<file path="src/rtl/mips_mem_pkg.sv">
// -----------------------------------------------------------------------------
// mips_mem_pkg
// Shared definitions for the MIPS MEM-stage data memory:
//   - request size encodings (SZ_BYTE / SZ_HALF / SZ_WORD / SZ_ILL)
//   - controller FSM state type (IDLE / WAIT / RESP)
//   - load_extend(): picks a byte/half out of a big-endian 32-bit row and
//     sign- or zero-extends it into an LSB-aligned 32-bit result.
// -----------------------------------------------------------------------------
package mips_mem_pkg;

  localparam logic [1:0] SZ_BYTE = 2'b00;
  localparam logic [1:0] SZ_HALF = 2'b01;
  localparam logic [1:0] SZ_WORD = 2'b10;
  localparam logic [1:0] SZ_ILL  = 2'b11;

  typedef enum logic [1:0] {
    IDLE = 2'd0,
    WAIT = 2'd1,
    RESP = 2'd2
  } state_t;

  // Row bit layout is big-endian: byte offset 0 lives in row[31:24].
  function automatic logic [31:0] load_extend(input logic [31:0] row,
                                              input logic [1:0]  size,
                                              input logic [1:0]  off,
                                              input logic        sgn);
    logic [7:0]  b;
    logic [15:0] h;
    logic [31:0] r;
    case (off)
      2'd0:    b = row[31:24];
      2'd1:    b = row[23:16];
      2'd2:    b = row[15:8];
      default: b = row[7:0];
    endcase
    h = off[1] ? row[15:0] : row[31:16];
    case (size)
      SZ_BYTE: r = {{24{sgn & b[7]}}, b};
      SZ_HALF: r = {{16{sgn & h[15]}}, h};
      default: r = row;
    endcase
    return r;
  endfunction

endpackage

</file>
<file path="src/rtl/data_mem_ctrl_if.sv">
// -----------------------------------------------------------------------------
// data_mem_ctrl_if
// Request/response bus of the data memory controller.
// Handshake: a request transfers on a rising clock edge where req_valid and
//   req_ready are both 1; req_* are only sampled on that edge. req_ready is 1
//   only while the controller is idle. resp_valid is a one-cycle pulse;
//   resp_rdata/resp_err are meaningful with it and keep their value afterwards
//   until the next response.
// Signals:
//   req_valid/req_we/req_size/req_signed/req_addr/req_wdata  master -> slave
//   req_ready/resp_valid/resp_rdata/resp_err                  slave -> master
//   dbg_state  current controller FSM state (observation only)
// Modports: master (requester), slave (memory controller).
// -----------------------------------------------------------------------------
interface data_mem_ctrl_if #(parameter int ADDR_W = 32);
  import mips_mem_pkg::*;

  logic              req_valid;
  logic              req_ready;
  logic              req_we;
  logic [1:0]        req_size;
  logic              req_signed;
  logic [ADDR_W-1:0] req_addr;
  logic [31:0]       req_wdata;
  logic              resp_valid;
  logic [31:0]       resp_rdata;
  logic              resp_err;
  state_t            dbg_state;

  modport master (
    output req_valid, req_we, req_size, req_signed, req_addr, req_wdata,
    input  req_ready, resp_valid, resp_rdata, resp_err, dbg_state
  );

  modport slave (
    input  req_valid, req_we, req_size, req_signed, req_addr, req_wdata,
    output req_ready, resp_valid, resp_rdata, resp_err, dbg_state
  );
endinterface

</file>
<file path="src/rtl/dmem_bank.sv">
// -----------------------------------------------------------------------------
// dmem_bank
// Four byte lanes of ROWS entries each. Lane g holds byte offset g of a
// word row and maps to bits [31-8g -: 8] (big-endian). Per-lane write enable,
// registered read (data appears the cycle after i_re and then holds).
// Ports:
//   clk      clock
//   i_we     per-lane write enable (bit g = byte offset g)
//   i_re     read enable, captures the addressed row into o_rdata
//   i_row    row (word) index
//   i_wdata  write data, lane-aligned
//   o_rdata  registered read data
// Contents are not reset.
// -----------------------------------------------------------------------------
module dmem_bank #(
  parameter int ROWS  = 64,
  parameter int ROW_W = 6
) (
  input  logic             clk,
  input  logic [3:0]       i_we,
  input  logic             i_re,
  input  logic [ROW_W-1:0] i_row,
  input  logic [31:0]      i_wdata,
  output logic [31:0]      o_rdata
);

  for (genvar g = 0; g < 4; g++) begin : g_lane
    logic [7:0] r_mem [ROWS];
    logic [7:0] r_q;

    always_ff @(posedge clk) begin
      if (i_we[g]) r_mem[i_row] <= i_wdata[31-8*g -: 8];
      if (i_re)    r_q          <= r_mem[i_row];
    end

    assign o_rdata[31-8*g -: 8] = r_q;
  end

endmodule

</file>
<file path="src/rtl/data_mem_ctrl.sv">
// -----------------------------------------------------------------------------
// data_mem_ctrl
// Byte-addressed big-endian data memory for the MIPS MEM stage with sized
// loads (lb/lbu/lh/lhu/lw) and stores (sb/sh/sw), one request outstanding.
// Ports:
//   clk   clock, all state on posedge
//   rst   synchronous active-high reset (memory contents are kept)
//   bus   data_mem_ctrl_if.slave request/response port
// Parameters:
//   DEPTH_BYTES  memory size in bytes (power of 2, >= 8)
//   ADDR_W       request address width; bits above log2(DEPTH_BYTES) must be 0
//   RD_LAT       load latency in cycles, 1..4
// Build option:
//   DMEM_ALIGN_CHECK_EN  when defined, a misaligned half/word is rejected with
//                        resp_err; otherwise the address is silently aligned.
// Timing: a store responds in the cycle right after its accept edge, a load
// RD_LAT cycles after it. Stores commit on the accept edge itself.
// -----------------------------------------------------------------------------
module data_mem_ctrl
  import mips_mem_pkg::*;
#(
  parameter int DEPTH_BYTES = 256,
  parameter int ADDR_W      = 32,
  parameter int RD_LAT      = 1
) (
  input  logic           clk,
  input  logic           rst,
  data_mem_ctrl_if.slave bus
);

  localparam int MEM_AW = $clog2(DEPTH_BYTES);
  localparam int ROW_W  = MEM_AW - 2;

  state_t            r_state, w_state_n;
  logic [1:0]        r_cnt, w_cnt_n;

  // Request attributes captured on the accept edge.
  logic              r_we, r_sgn, r_err;
  logic [1:0]        r_size, r_off;
  // Last response, shown on the outputs between response pulses.
  logic [31:0]       r_hold_rdata;
  logic              r_hold_err;

  logic [ADDR_W-1:0] w_addr;
  logic              w_accept;
  logic              w_hi_bad, w_end_bad, w_size_bad, w_err;
  logic [1:0]        w_nb_m1, w_off;
  logic [3:0]        w_we;
  logic              w_re;
  logic [31:0]       w_wdata, w_bank_rdata, w_rdata;

  assign w_addr   = bus.req_addr;
  assign w_accept = bus.req_valid & (r_state == IDLE);

  // ---------------- request checks ----------------
  always_comb begin
    w_nb_m1 = 2'd0;
    case (bus.req_size)
      SZ_HALF: w_nb_m1 = 2'd1;
      SZ_WORD: w_nb_m1 = 2'd3;
      default: w_nb_m1 = 2'd0;
    endcase
  end

  assign w_size_bad = (bus.req_size == SZ_ILL);
  assign w_hi_bad   = ((w_addr >> MEM_AW) != '0);
  // Range is judged on the raw address so an access never wraps or is pulled
  // back into range by alignment.
  assign w_end_bad  = (({1'b0, w_addr[MEM_AW-1:0]} + {{(MEM_AW-1){1'b0}}, w_nb_m1})
                       > (MEM_AW+1)'(DEPTH_BYTES - 1));

`ifdef DMEM_ALIGN_CHECK_EN
  logic w_misal;
  assign w_misal = ((bus.req_size == SZ_HALF) && w_addr[0]) ||
                   ((bus.req_size == SZ_WORD) && (w_addr[1:0] != 2'b00));
  assign w_err   = w_size_bad | w_hi_bad | w_end_bad | w_misal;
  assign w_off   = w_addr[1:0];
`else
  assign w_err   = w_size_bad | w_hi_bad | w_end_bad;
  always_comb begin
    w_off = w_addr[1:0];
    case (bus.req_size)
      SZ_HALF: w_off = {w_addr[1], 1'b0};
      SZ_WORD: w_off = 2'b00;
      default: w_off = w_addr[1:0];
    endcase
  end
`endif

  // ---------------- store lane steering ----------------
  // Data is replicated across lanes so the enables alone pick the target bytes.
  always_comb begin
    w_we    = 4'b0000;
    w_wdata = bus.req_wdata;
    case (bus.req_size)
      SZ_BYTE: begin
        w_wdata = {4{bus.req_wdata[7:0]}};
        w_we    = 4'b0001 << w_off;
      end
      SZ_HALF: begin
        w_wdata = {2{bus.req_wdata[15:0]}};
        w_we    = 4'b0011 << w_off;
      end
      SZ_WORD: w_we = 4'b1111;
      default: w_we = 4'b0000;
    endcase
    if (!(w_accept && bus.req_we && !w_err && !rst)) w_we = 4'b0000;
  end

  assign w_re = w_accept & ~bus.req_we & ~w_err;

  dmem_bank #(
    .ROWS  (DEPTH_BYTES / 4),
    .ROW_W (ROW_W)
  ) u_bank (
    .clk     (clk),
    .i_we    (w_we),
    .i_re    (w_re),
    .i_row   (w_addr[MEM_AW-1:2]),
    .i_wdata (w_wdata),
    .o_rdata (w_bank_rdata)
  );

  // ---------------- FSM ----------------
  always_comb begin
    w_state_n = r_state;
    w_cnt_n   = r_cnt;
    case (r_state)
      IDLE: begin
        if (w_accept) begin
          if (bus.req_we || RD_LAT == 1) begin
            w_state_n = RESP;
          end else begin
            w_state_n = WAIT;
            w_cnt_n   = 2'(RD_LAT - 1);
          end
        end
      end
      WAIT: begin
        // Entered at T+1 with RD_LAT-1; leaving at cnt==1 puts RESP at T+RD_LAT.
        if (r_cnt == 2'd1) w_state_n = RESP;
        else               w_cnt_n   = r_cnt - 2'd1;
      end
      RESP:    w_state_n = IDLE;
      default: w_state_n = IDLE;
    endcase
  end

  always_ff @(posedge clk) begin
    if (rst) begin
      r_state      <= IDLE;
      r_cnt        <= 2'd0;
      r_we         <= 1'b0;
      r_sgn        <= 1'b0;
      r_err        <= 1'b0;
      r_size       <= SZ_BYTE;
      r_off        <= 2'd0;
      r_hold_rdata <= 32'd0;
      r_hold_err   <= 1'b0;
    end else begin
      r_state <= w_state_n;
      r_cnt   <= w_cnt_n;
      if (w_accept) begin
        r_we   <= bus.req_we;
        r_sgn  <= bus.req_signed;
        r_err  <= w_err;
        r_size <= bus.req_size;
        r_off  <= w_off;
      end
      if (r_state == RESP) begin
        r_hold_rdata <= w_rdata;
        r_hold_err   <= r_err;
      end
    end
  end

  // ---------------- response ----------------
  assign w_rdata = (r_we || r_err) ? 32'd0
                                   : load_extend(w_bank_rdata, r_size, r_off, r_sgn);

  assign bus.req_ready  = (r_state == IDLE);
  assign bus.resp_valid = (r_state == RESP);
  assign bus.resp_rdata = (r_state == RESP) ? w_rdata : r_hold_rdata;
  assign bus.resp_err   = (r_state == RESP) ? r_err   : r_hold_err;
  assign bus.dbg_state  = r_state;

endmodule

</file>
<file path="src/flat_wrapper.sv">
// flat-port wrapper written by rule: the top's interface ports become plain ports
module data_mem_ctrl_flat import mips_mem_pkg::*;
#(
  parameter int DEPTH_BYTES = 256,
  parameter int ADDR_W      = 32,
  parameter int RD_LAT      = 1
)
  (clk, rst, bus_req_valid, bus_req_we, bus_req_size, bus_req_signed, bus_req_addr, bus_req_wdata, bus_req_ready, bus_resp_valid, bus_resp_rdata, bus_resp_err, bus_dbg_state);
  data_mem_ctrl_if #(.ADDR_W(ADDR_W)) bus_i ();
  input  logic clk;
  input  logic rst;
  input wire logic [$bits(bus_i.req_valid)-1:0] bus_req_valid;
  input wire logic [$bits(bus_i.req_we)-1:0] bus_req_we;
  input wire logic [$bits(bus_i.req_size)-1:0] bus_req_size;
  input wire logic [$bits(bus_i.req_signed)-1:0] bus_req_signed;
  input wire logic [$bits(bus_i.req_addr)-1:0] bus_req_addr;
  input wire logic [$bits(bus_i.req_wdata)-1:0] bus_req_wdata;
  output wire logic [$bits(bus_i.req_ready)-1:0] bus_req_ready;
  output wire logic [$bits(bus_i.resp_valid)-1:0] bus_resp_valid;
  output wire logic [$bits(bus_i.resp_rdata)-1:0] bus_resp_rdata;
  output wire logic [$bits(bus_i.resp_err)-1:0] bus_resp_err;
  output wire logic [$bits(bus_i.dbg_state)-1:0] bus_dbg_state;
  assign bus_i.req_valid = bus_req_valid;
  assign bus_i.req_we = bus_req_we;
  assign bus_i.req_size = bus_req_size;
  assign bus_i.req_signed = bus_req_signed;
  assign bus_i.req_addr = bus_req_addr;
  assign bus_i.req_wdata = bus_req_wdata;
  assign bus_req_ready = bus_i.req_ready;
  assign bus_resp_valid = bus_i.resp_valid;
  assign bus_resp_rdata = bus_i.resp_rdata;
  assign bus_resp_err = bus_i.resp_err;
  assign bus_dbg_state = bus_i.dbg_state;
  data_mem_ctrl #(.DEPTH_BYTES(DEPTH_BYTES), .ADDR_W(ADDR_W), .RD_LAT(RD_LAT)) u_core (.clk(clk), .rst(rst), .bus(bus_i));
endmodule
</file>
<file path="config.mk">
export PLATFORM = sky130hd
export DESIGN_NAME = data_mem_ctrl_flat
export DESIGN_NICKNAME = d
export VERILOG_FILES = /design/src/rtl/mips_mem_pkg.sv /design/src/rtl/data_mem_ctrl_if.sv /design/src/rtl/dmem_bank.sv /design/src/rtl/data_mem_ctrl.sv /design/src/flat_wrapper.sv
export SDC_FILE = /design/constraint.sdc
export NUM_CORES = 2
export LEC_CHECK = 0
export BUFFER_PORTS_ARGS = -buffer_cell sky130_fd_sc_hd__buf_2
export CORE_ASPECT_RATIO = 0.7
export CORE_MARGIN = 2
export CORE_UTILIZATION = 45
export CTS_BUF_LIST = sky130_fd_sc_hd__clkbuf_16
export DETAILED_ROUTE_END_ITERATION = 7
export GPL_ROUTABILITY_DRIVEN = 1
export PLACE_DENSITY = 0.68
export SETUP_SLACK_MARGIN = 0.5
export SLEW_MARGIN = 20
export SYNTH_ARGS = -nofsm -noshare
export SYNTH_HDL_FRONTEND = slang
export SYNTH_SLANG_ARGS = --single-unit
export TNS_END_PERCENT = 10
</file>
<file path="constraint.sdc">
create_clock -name clk -period 5.8 [get_ports clk]
set_clock_uncertainty 0.1 [all_clocks]
set_input_delay 1.16 -clock clk [delete_from_list [all_inputs] [get_ports clk]]
set_output_delay 1.16 -clock clk [all_outputs]
set_load 0.005 [all_outputs]
</file>
==> impl_metrics.json <==
{
  "dp.final_hpwl_um": 153900,
  "synth_cells": 4540,
  "vias_per_cell": 6.434,
  "power_density_mw_per_mm2": 337.8,
  "worstHoldStart": "u_core.r_hold_rdata[2]",
  "drcViolationCount": 0,
  "critPathArrivalTime_ns": 3.66,
  "ff2ff_path_depth": 6,
  "cts_setup_buffers": 0,
  "endpoint_kind": "output pin",
  "ys_warn_count": 0,
  "cts_tree": "done",
  "min_to": "u_core.r_hold_rdata[2]",
  "setup_viol": 0,
  "reg2reg_to": "u_core.u_bank.g_lane[2].r_mem[8][5]",
  "setup_tns_ns": 0,
  "synth.distinct_cells": 58,
  "grt_pass1_wl_um": 333000,
  "path_max_fanout": 27,
  "post_drt_wl_per_cell_um": 32.73,
  "synth-compound-area-share_pct": 7.548,
  "clockRootBuffer": "clkbuf_16",
  "drtIter0Drc": 8390,
  "clock_latency_ns": 0.82,
  "boundaryPins": 108,
  "globalplace.congestion": 0.9040,
  "syn_area_mm2": 0.08177,
  "syn_nets": 4619,
  "regToRegStartpoint": "u_core.bus.dbg_state[1]",
  "worstPathRequired_ns": 4.54,
  "cp-start-kind": "flip-flop",
  "first_pass_iters": 6,
  "overflow": 0,
  "slew_violations": 0,
  "worst-slew-pin-transition_ns": 1.200,
  "r2r_slack_ns": 2.31,
  "ant_nets": 0,
  "final_cell_mix": "edfxtp_1 (2080), nor2_1 (327), nand2_1 (322)",
  "avgSynthCellArea_um2": 18.01,
  "synthAdderAreaFrac_pct": 0.1408,
  "htreeDepth": 4,
  "cts-hold-fix-buffers": 0,
  "hold_path.class": "reg2reg",
  "seq_area_frac_synth_pct": 77.39,
  "grtUsageTotal_pct": 25.27,
  "synth_xor_xnor_area_share_pct": 0.01071,
  "synth_edf_count": 2080,
  "relSlewSlack_pct": 20.03,
  "via_count": 46843,
  "whs_path_depth": 2,
  "start_util_pct": 45.45,
  "nets": 4826,
  "maxCapViolCount": 0,
  "coreArea_mm2": 0.1799,
  "routed_wl_um": 238300,
  "p_leak_nw": 29.17,
  "yosys.area_share.simple_pct": 3.894,
  "min_period_over_period_pct": 84.81,
  "synth_seq_cells": 2121,
  "synth_mux_area_share_pct": 9.383,
  "antenna_found_initial": 23,
  "grt_pass1_vias": 43679,
  "drive_above_1_share_pct": 18.62,
  "vdd_ir_drop_max_uv": 350.5,
  "io_buffers": 106,
  "rsz0062_at_grt": "false",
  "area_growth_pct": 12.59,
  "power.total_mw": 31.10,
  "period_needed_ns": 4.919,
  "clock.fmax_mhz": 203.3,
  "synth_top_family_by_area": "multiplexers",
  "status": "finished, final reports clean",
  "dieArea_mm2": 0.1852,
  "hold_violations": 0,
  "die_h_um": 360.6,
  "ctsResizeCount": 0,
  "clkTransAtPathRegs_ns": 0.06,
  "ctsLongestPathBuffers": 3,
  "async_flop_share_pct": 0,
  "die_w_um": 513.5,
  "rows": 130,
  "critical_path_class": "reg2out",
  "clock-sinks": 2121,
  "cts_inserted_buffers": 181,
  "ys.flop_type": "edfxtp_1",
  "grt_max_degree": 120,
  "layout_commonest_cell": "edfxtp_1"
}
[worst max-delay path, stage by stage, from the launching register on]
cell     delay [ns]
dfxtp_1        0.93
mux4_2         0.42
nand2_1        0.06
a21oi_1        0.72
o21ai_0        0.42
nand2_1        0.16
buf_2          0.12
[layout make-up]
type,instances,area [µm²]
clock buffer,184,4604
inverter,9,41.29
antenna,8,20.02
clock inverter,149,1303
sequential,2121,63280
timing repair buffer,338,2515
fill,14144,87830
tap,2376,2973
multi-input combinational,2096,17330
[sequential cells by signal, indices dropped and copies added, names as in the netlist]
name and cells:
u_core.bus.dbg_state 1, u_core.r_err 1, u_core.r_hold_err 1, u_core.r_hold_rdata 32, u_core.r_off 2, u_core.r_sgn 1
u_core.r_size 2, u_core.r_we 1, u_core.u_bank.g_lane.r_mem 2048, u_core.u_bank.g_lane.r_q 32
[synthesized netlist by cell type, types with 6 or more instances]
| cell type | number | area, µm² |
|---|---|---|
| edfxtp_1 | 2080 | 62460 |
| o41ai_1 | 7 | 61.31 |
| buf_4 | 8 | 60.06 |
| a211oi_1 | 36 | 270.3 |
| nand3_1 | 10 | 50.05 |
| buf_1 | 26 | 97.59 |
| ha_1 | 6 | 75.07 |
| a22oi_1 | 154 | 1156 |
| a21oi_1 | 141 | 705.7 |
| a22o_1 | 8 | 70.07 |
| o211ai_1 | 45 | 337.8 |
| o22a_1 | 27 | 236.5 |
| buf_2 | 52 | 260.3 |
| nor2_1 | 328 | 1231 |
| nand2b_1 | 7 | 43.79 |
| nor2b_1 | 14 | 87.58 |
| clkbuf_1 | 225 | 844.6 |
| o22ai_1 | 64 | 400.4 |
| mux2_2 | 20 | 225.2 |
| a221oi_1 | 248 | 2172 |
| inv_1 | 8 | 30.03 |
| nand4_1 | 34 | 212.7 |
| mux2i_1 | 177 | 1772 |
| dfxtp_1 | 41 | 820.8 |
| nand2_1 | 333 | 1250 |
| mux4_2 | 252 | 5675 |
| o21ai_0 | 122 | 610.6 |
[power breakdown]
group	internal, mW	switching (mW)	leakage, nW
Combinational	0.509	1.30	7.15
Clock	6.75	5.56	2.98
Sequential	17.0	0.00939	19.0
Total	24.2	6.87	29.2
[logic make-up after synthesis]
logic type / Yosys count
AO/OA/AOI/OAI: 871
flip-flops: 2121
multiplexers: 449
buffers and inverters: 323
XOR/XNOR: 1
adder cells (fa/ha/maj): 8
other: 1
AND/OR/NAND/NOR: 766
[routing by layer]
layer	up-vias	track usage [%]	share of wire, %	routed length, µm
met5	-	0	0.12	278
met4	24	7.611	3.2	7675
met3	467	10.08	16	38300
met2	3514	33.65	41	97000
met1	23928	37.81	40	95060
li1	18910	-	-	-
[metrics by stage]
step	hold slack [ns]	worst slack (ns)	std cells	cell area (µm²)	utilization [%]
floorplan	0.3464	1.346	4540	81770	-
global placement	0.3545	0.7398	6939	86110	47.87
detailed placement	0.3608	0.5908	6939	86110	47.87
CTS	0.3705	0.8929	7272	92020	51.15
global route	0.3843	0.6675	7275	92050	51.17
finish	0.3686	0.8811	7281	92060	51.18
[worst max path at each step]
stage / cells after the start / endpoint / start / slack, ns
3_5_place_dp: 10 / u_core.u_bank.g_lane[2].r_mem[61][7] / bus_req_size[1] / 0.59
6_report: 6 / bus_resp_rdata[23] / u_core.r_off[1] / 0.88
4_1_cts: 6 / bus_resp_rdata[23] / u_core.r_off[1] / 0.89
3_3_place_gp: 10 / u_core.u_bank.g_lane[2].r_mem[60][0] / bus_req_size[1] / 0.74
5_1_grt: 6 / bus_resp_rdata[23] / u_core.r_off[1] / 0.67
2_1_floorplan: 7 / u_core.u_bank.g_lane[0].r_q[0] / bus_req_size[1] / 1.35
Power figures use the tool's default switching activity.
